$ cat src/rtl/breakout_pkg.sv
// Shared Breakout geometry, coordinate width and ball FSM encoding.
package breakout_pkg;

    localparam int COORD_W = 10;

    localparam int SCREEN_W_DEF  = 640;
    localparam int SCREEN_H_DEF  = 480;
    localparam int BALL_SIZE_DEF = 8;
    localparam int PADDLE_W_DEF  = 64;
    localparam int PADDLE_Y_DEF  = 440;
    localparam int STEP_DEF      = 1;

    typedef logic [1:0] ball_state_t;
    localparam ball_state_t ST_SERVE = 2'd0;
    localparam ball_state_t ST_MOVE  = 2'd1;
    localparam ball_state_t ST_LOST  = 2'd2;

endpackage

$ cat src/rtl/ball_axis.sv
// One motion axis: step the position, clamp to [lo, hi] and reflect at either limit.
module ball_axis
    import breakout_pkg::*;
(
    input  logic [COORD_W-1:0]        i_pos,
    input  logic                      i_dir_neg,
    input  logic [COORD_W-1:0]        i_step,
    input  logic [COORD_W-1:0]        i_lo,
    input  logic [COORD_W-1:0]        i_hi,
    output logic signed [COORD_W:0]   o_raw,
    output logic [COORD_W-1:0]        o_pos,
    output logic                      o_dir_neg,
    output logic                      o_hit_lo,
    output logic                      o_hit_hi
);

    logic signed [COORD_W:0] w_pos_s;
    logic signed [COORD_W:0] w_step_s;

    assign w_pos_s  = $signed({1'b0, i_pos});
    assign w_step_s = $signed({1'b0, i_step});
    assign o_raw    = i_dir_neg ? (w_pos_s - w_step_s) : (w_pos_s + w_step_s);

    assign o_hit_lo = (o_raw <= $signed({1'b0, i_lo}));
    assign o_hit_hi = (o_raw >= $signed({1'b0, i_hi}));

    always_comb begin
        o_pos     = o_raw[COORD_W-1:0];
        o_dir_neg = i_dir_neg;
        if (o_hit_lo) begin
            o_pos     = i_lo;
            o_dir_neg = 1'b0;
        end else if (o_hit_hi) begin
            o_pos     = i_hi;
            o_dir_neg = 1'b1;
        end
    end

endmodule

$ cat src/rtl/ball_motion.sv
// Breakout ball motion: serve tracking, per-tick movement, wall/paddle/brick bounces, miss.
// Optional BALL_SPEEDUP_EN doubles the step after 8 paddle hits until the ball is lost.
module ball_motion
    import breakout_pkg::*;
#(
    parameter int SCREEN_W  = SCREEN_W_DEF,
    parameter int SCREEN_H  = SCREEN_H_DEF,
    parameter int BALL_SIZE = BALL_SIZE_DEF,
    parameter int PADDLE_W  = PADDLE_W_DEF,
    parameter int PADDLE_Y  = PADDLE_Y_DEF,
    parameter int STEP      = STEP_DEF
) (
    input  logic               clock,
    input  logic               reset,
    input  logic               tick,
    input  logic               launch,
    input  logic [COORD_W-1:0] paddle_x,
    input  logic               brick_hit,
    output logic [COORD_W-1:0] ball_x,
    output logic [COORD_W-1:0] ball_y,
    output logic               ball_dx_neg,
    output logic               ball_dy_neg,
    output logic               in_play,
    output logic               paddle_hit,
    output logic               ball_lost
);

    localparam logic [COORD_W-1:0] X_MAX  = COORD_W'(SCREEN_W - BALL_SIZE);
    localparam logic [COORD_W-1:0] Y_MAX  = COORD_W'(SCREEN_H - BALL_SIZE);
    localparam logic [COORD_W-1:0] Y_REST = COORD_W'(PADDLE_Y - BALL_SIZE);
    localparam logic [COORD_W-1:0] ZERO   = '0;

    ball_state_t        r_state, w_state_nxt;
    logic [COORD_W-1:0] r_x, r_y, w_x_nxt, w_y_nxt;
    logic               r_dx_neg, r_dy_neg, w_dx_nxt, w_dy_nxt;
    logic               r_paddle_hit, w_paddle_hit_nxt;
    logic               w_dy_refl;

    logic [COORD_W-1:0]      w_step;
    logic signed [COORD_W:0] w_x_raw, w_y_raw;
    logic [COORD_W-1:0]      w_x_pos, w_y_pos;
    logic                    w_x_dir, w_y_dir;
    logic                    w_x_hit_lo, w_x_hit_hi, w_y_hit_lo, w_y_hit_hi;
    logic                    w_paddle_cond, w_paddle_ev;
    logic [COORD_W-1:0]      w_track;
    int                      w_track_i;
    logic                    w_unused;

    ball_axis u_axis_x (
        .i_pos     (r_x),
        .i_dir_neg (r_dx_neg),
        .i_step    (w_step),
        .i_lo      (ZERO),
        .i_hi      (X_MAX),
        .o_raw     (w_x_raw),
        .o_pos     (w_x_pos),
        .o_dir_neg (w_x_dir),
        .o_hit_lo  (w_x_hit_lo),
        .o_hit_hi  (w_x_hit_hi)
    );

    ball_axis u_axis_y (
        .i_pos     (r_y),
        .i_dir_neg (r_dy_neg),
        .i_step    (w_step),
        .i_lo      (ZERO),
        .i_hi      (Y_MAX),
        .o_raw     (w_y_raw),
        .o_pos     (w_y_pos),
        .o_dir_neg (w_y_dir),
        .o_hit_lo  (w_y_hit_lo),
        .o_hit_hi  (w_y_hit_hi)
    );

    assign w_unused = ^{w_x_raw, w_x_hit_lo, w_x_hit_hi};

    // Serve position: ball centred on the paddle, clamped to the playfield.
    always_comb begin
        w_track_i = int'(paddle_x) + PADDLE_W / 2 - BALL_SIZE / 2;
        if (w_track_i < 0) begin
            w_track_i = 0;
        end else if (w_track_i > SCREEN_W - BALL_SIZE) begin
            w_track_i = SCREEN_W - BALL_SIZE;
        end
        w_track = COORD_W'(w_track_i);
    end

    assign w_paddle_cond = !r_dy_neg
                        && (int'(r_y) + BALL_SIZE <= PADDLE_Y)
                        && (int'(w_y_raw) + BALL_SIZE >= PADDLE_Y)
                        && (int'(r_x) + BALL_SIZE > int'(paddle_x))
                        && (int'(r_x) < int'(paddle_x) + PADDLE_W);
    assign w_paddle_ev = (r_state == ST_MOVE) && tick && w_paddle_cond;

`ifdef BALL_SPEEDUP_EN
    logic [3:0] r_hits;

    always_ff @(posedge clock) begin
        if (reset || (r_state == ST_LOST)) begin
            r_hits <= 4'd0;
        end else if (w_paddle_ev && (r_hits != 4'hf)) begin
            r_hits <= r_hits + 4'd1;
        end
    end

    assign w_step = (r_hits >= 4'd8) ? COORD_W'(2 * STEP) : COORD_W'(STEP);
`else
    assign w_step = COORD_W'(STEP);
`endif

    always_comb begin
        w_state_nxt      = r_state;
        w_x_nxt          = r_x;
        w_y_nxt          = r_y;
        w_dx_nxt         = r_dx_neg;
        w_dy_nxt         = r_dy_neg;
        w_paddle_hit_nxt = 1'b0;
        w_dy_refl        = 1'b0;
        case (r_state)
            ST_SERVE: begin
                w_x_nxt = w_track;
                w_y_nxt = Y_REST;
                if (launch) begin
                    w_state_nxt = ST_MOVE;
                    w_dx_nxt    = 1'b0;
                    w_dy_nxt    = 1'b1;
                end
            end
            ST_MOVE: begin
                if (tick) begin
                    if (w_paddle_ev) begin
                        w_x_nxt          = w_x_pos;
                        w_dx_nxt         = w_x_dir;
                        w_y_nxt          = Y_REST;
                        w_dy_nxt         = 1'b1;
                        w_paddle_hit_nxt = 1'b1;
                        w_dy_refl        = 1'b1;
                    end else if (w_y_hit_hi) begin
                        // Missed the paddle: freeze where the ball was.
                        w_state_nxt = ST_LOST;
                    end else begin
                        w_x_nxt   = w_x_pos;
                        w_dx_nxt  = w_x_dir;
                        w_y_nxt   = w_y_pos;
                        w_dy_nxt  = w_y_dir;
                        w_dy_refl = w_y_hit_lo;
                    end
                end
                // A brick flip on top of a tick reflection would cancel it out.
                if (brick_hit && !w_dy_refl) begin
                    w_dy_nxt = ~w_dy_nxt;
                end
            end
            ST_LOST: begin
                w_state_nxt = ST_SERVE;
                w_dx_nxt    = 1'b0;
                w_dy_nxt    = 1'b1;
            end
            default: begin
                w_state_nxt = ST_SERVE;
            end
        endcase
    end

    always_ff @(posedge clock) begin
        if (reset) begin
            r_state      <= ST_SERVE;
            r_x          <= '0;
            r_y          <= '0;
            r_dx_neg     <= 1'b0;
            r_dy_neg     <= 1'b1;
            r_paddle_hit <= 1'b0;
        end else begin
            r_state      <= w_state_nxt;
            r_x          <= w_x_nxt;
            r_y          <= w_y_nxt;
            r_dx_neg     <= w_dx_nxt;
            r_dy_neg     <= w_dy_nxt;
            r_paddle_hit <= w_paddle_hit_nxt;
        end
    end

    assign ball_x      = r_x;
    assign ball_y      = r_y;
    assign ball_dx_neg = r_dx_neg;
    assign ball_dy_neg = r_dy_neg;
    assign in_play     = (r_state == ST_MOVE);
    assign paddle_hit  = r_paddle_hit;
    assign ball_lost   = (r_state == ST_LOST);

endmodule
$ cat config.mk
export PLATFORM = sky130hd
export DESIGN_NAME = ball_motion
export DESIGN_NICKNAME = d
export VERILOG_FILES = /design/src/rtl/breakout_pkg.sv /design/src/rtl/ball_axis.sv /design/src/rtl/ball_motion.sv
export SDC_FILE = /design/constraint.sdc
export NUM_CORES = 1
export LEC_CHECK = 0
export BUFFER_PORTS_ARGS = -buffer_cell sky130_fd_sc_hd__buf_2
export CORE_AREA = 2 2 69 137
export CTS_BUF_LIST = sky130_fd_sc_hd__clkbuf_4 sky130_fd_sc_hd__clkbuf_8 sky130_fd_sc_hd__clkbuf_16
export DETAILED_ROUTE_END_ITERATION = 8
export DIE_AREA = 0 0 71 139
export REMOVE_ABC_BUFFERS = 1
export SYNTH_ARGS = -nofsm -noshare
export SYNTH_HDL_FRONTEND = slang
export SYNTH_SLANG_ARGS = --single-unit
$ cat constraint.sdc
create_clock -name clock -period 6.35 [get_ports clock]
set_input_delay 0.9525 -clock clock [delete_from_list [all_inputs] [get_ports clock]]
set_output_delay 0.9525 -clock clock [all_outputs]
set_load 0.02 [all_outputs]
==> impl_metrics.env <==
export IMPL_stdcell_count=573
export IMPL_maxSlewViolCount=0
export IMPL_min_path_type="flop to flop"
export IMPL_drt_iter0_markers=145
export IMPL_die_area_um2=9869
export IMPL_setup_tns_ns=0
export IMPL_gp_congestion=1.024
export IMPL_path_cells="inv_1, fa_1, nand2b_1, a21oi_1, xnor2_1, inv_1, ha_1, xnor3_1, and2_0, o21ai_0, a32oi_2, o311ai_4, and2_1, o2bb2ai_1"
export IMPL_drc=0
export IMPL_synth_most_common_cell="ha_1"
export IMPL_synthTopCellsByCount="ha_1, inv_1, nand2_1, o21ai_0, nor2_1"
export IMPL_switching_power_mw=0.6450
export IMPL_slew_headroom_pct=26.19
export IMPL_outcome="finished clean"
export IMPL_start_util_pct=38.62
export IMPL_grtUsageTotal_pct=20.83
export IMPL_synth_xor_area_share_pct=7.252
export IMPL_synth_top_family_by_area="compound AO/OA/AOI/OAI gates"
export IMPL_period_share_pct=72.18
export IMPL_cts_tree="done"
export IMPL_ys_flop_type="dfxtp_1"
export IMPL_cts_clk_slew_worst_paths_ns=0.06
export IMPL_postCtsSetupBuffers=0
export IMPL_seqCellArea_um2=500.5
export IMPL_synthArstFlopShare_pct=0
export IMPL_syn_inst=437
export IMPL_synth_area_um2=3433
export IMPL_cts_hold_buf=0
export IMPL_cts_max_level=1
export IMPL_grt_pass1_vias=3407
export IMPL_powerDensity_nw_per_um2=335.5
export IMPL_synth_top_area_cell="ha_1"
export IMPL_arrival_ns=4.77
export IMPL_clock_skew_ns=0.003854
export IMPL_place_inst=569
export IMPL_muxShareOfSynthArea_pct=2.041
export IMPL_yosys_area_share_adder_pct=17.20
export IMPL_finalHoldViolCount=0
export IMPL_fmax_mhz=218.2
export IMPL_vdd_drop_max_mv=0.2096
export IMPL_p_comb_share_pct=69.0
export IMPL_ys_ff_latch=25
export IMPL_fillCellCount=913
export IMPL_yosysSeqAreaShare_pct=14.58
export IMPL_crit_fanout=21
export IMPL_num_io_pins=40
export IMPL_postCtsResizedCells=0
export IMPL_synthTopCellsByArea="ha_1, dfxtp_1, o21ai_0"
export IMPL_n_antenna_cell=0
export IMPL_grt_start_max_net_pins=22
export IMPL_crit_path_top_delay_cell="o311ai_4"
export IMPL_drtPass1Iterations=6
export IMPL_synth_top_area_share_pct=16.03
export IMPL_rsz0062_at_grt="no"
export IMPL_clock_tree_root_cell="clkbuf_16"
export IMPL_end_kind="flop"
export IMPL_drive_above_1_share_pct=14.23
export IMPL_slowest_delay_ns=0.89
export IMPL_synthSimpleGateAreaFrac_pct=18.84
export IMPL_clk_path_buf_depth=2
export IMPL_p_int_mw=0.6262
export IMPL_core_area_um2=8890
export IMPL_grt_overflow_total=0
export IMPL_viasPerCell=6.152
export IMPL_critPathKind="flop to flop"
export IMPL_synth_avg_cell_area_um2=7.857
export IMPL_cpMostUsedCell="inv_1"
export IMPL_area_growth_syn_to_layout_pct=10.35
export IMPL_portBuffers=39
export IMPL_wire_per_inst_um=18.15
export IMPL_totalWireLength_um=10400
export IMPL_finalCriticalPeriod_ns=4.583
export IMPL_rows=49
export IMPL_vias=3525
export IMPL_grt_pass1_wl_um=16480
export IMPL_multi_input_area_um2=2748
export IMPL_setup_violations_final=0
export IMPL_startpoint_type="flop"
export IMPL_synth_warnings=0
export IMPL_antenna_found_initial=0
export IMPL_cts_sinks=25
export IMPL_cts_buffers=3
export IMPL_tightest_slew_ns=1.079
export IMPL_swShare_pct=50.74
export IMPL_final_nets=533
export IMPL_hpwl_um=8661
export IMPL_die_x_um=71
export IMPL_synth_compound_area_share_pct=34.69
export IMPL_clkPwrFrac_pct=11.3
export IMPL_die_height_um=139
export IMPL_clk_latency_ns=0.26
export IMPL_maxCapViolCount=0
export IMPL_synthDistinctLibCells=73
export IMPL_leakagePower_nw=1.727
export IMPL_ant_nets=0
export IMPL_cp_required_ns=6.53
export IMPL_synth_edff_count=0
export IMPL_seqPwrFrac_pct=19.8
[cell type report]
type                            count  area share (%)
Sequential cell                    25           13.21
Timing Repair Buffer               39           5.152
Inverter                           36           3.567
Tap cell                          102           3.369
Multi-Input combinational cell    367           72.52
Clock buffer                        4           2.180
[sequential cells by signal, summed over array words and instances, names as in the netlist]
name and flops:
ball_y 10, ball_dy_neg 1, r_state 2, ball_dx_neg 1
ball_x 10, paddle_hit 1
[per-layer routing]
metal  global-route usage, %  up-vias  share of wire, %
li1                        -     1736                 -
met1                   19.36     1661                34
met2                   42.65       93                59
met3                   1.817       35               2.6
met4                   9.930        0               4.6
met5                       0        -                 0
[cells by family after synthesis]
kind of cell             Yosys count
AO/OA/AOI/OAI                    160
AND/OR/NAND/NOR                  128
adder cells (fa/ha/maj)           46
buffers and inverters             45
XOR/XNOR                          26
flip-flops                        25
multiplexers                       7
[stage by stage]
stage / util, % / setup WS [ns] / instance area (um^2) / hold WS [ns] / power, mW
final: 42.62 / 1.767 / 3789 / 0.5411 / 1.271
after global routing: 42.62 / 1.345 / 3789 / 0.5814 / 1.368
after CTS: 42.62 / 1.798 / 3789 / 0.5583 / 1.269
after detailed placement: 41.69 / 1.828 / 3706 / 0.5478 / 1.122
after global placement: 41.69 / 1.933 / 3706 / 0.5323 / 1.115
after floorplan: - / 2.214 / 3383 / 0.5683 / 0.8959
[placed cells by master (no fill, tap or decap), types with 4 or more instances in the layout]
master    count
a21o_1       16
xnor2_1      16
a31oi_1       8
dfxtp_1      25
o21a_1        8
nand4_1      10
nor2_1       28
xor2_1        8
a211o_1       8
nand2_1      34
nand3_1      14
nor3_1       13
a21oi_1      27
ha_1         44
and2_1        4
mux2i_1       7
and3_1        4
a211oi_1      7
buf_2        39
o21ai_0      31
inv_1        35
o32ai_1       4
[critical path: cells and delay by family (launching register included)]
kind            cells  cell delay (ns)
buf+inv             2             0.36
xor+xnor            2             0.58
flops               1             0.62
compound gates      5             1.50
fa+ha+maj           2             0.76
simple gates        3             0.67
[power groups by stage]
stage	clock (mW)	combinational, mW	sequential [mW]
2_1_floorplan	0	0.635	0.261
3_3_place_gp	0	0.861	0.254
3_5_place_dp	0	0.867	0.255
4_1_cts	0.146	0.871	0.252
5_1_grt	0.153	0.959	0.256
6_report	0.143	0.877	0.251
[path summary, 6_finish.rpt]
| path | start | endpoint | slack [ns] | depth (start not counted) |
|---|---|---|---|---|
| worst min-delay path | ball_y[2]$_SDFFE_PP0P_ | ball_y[2]$_SDFFE_PP0P_ | 0.54 | 1 |
| worst max-delay path | ball_dy_neg$_SDFFE_PP1P_ | ball_y[2]$_SDFFE_PP0P_ | 1.77 | 14 |
| worst min register to register | ball_y[2]$_SDFFE_PP0P_ | ball_y[2]$_SDFFE_PP0P_ | 0.54 | 1 |
| worst max register to register | ball_dy_neg$_SDFFE_PP1P_ | ball_y[2]$_SDFFE_PP0P_ | 1.77 | 14 |
Power figures use the tool's default switching activity.
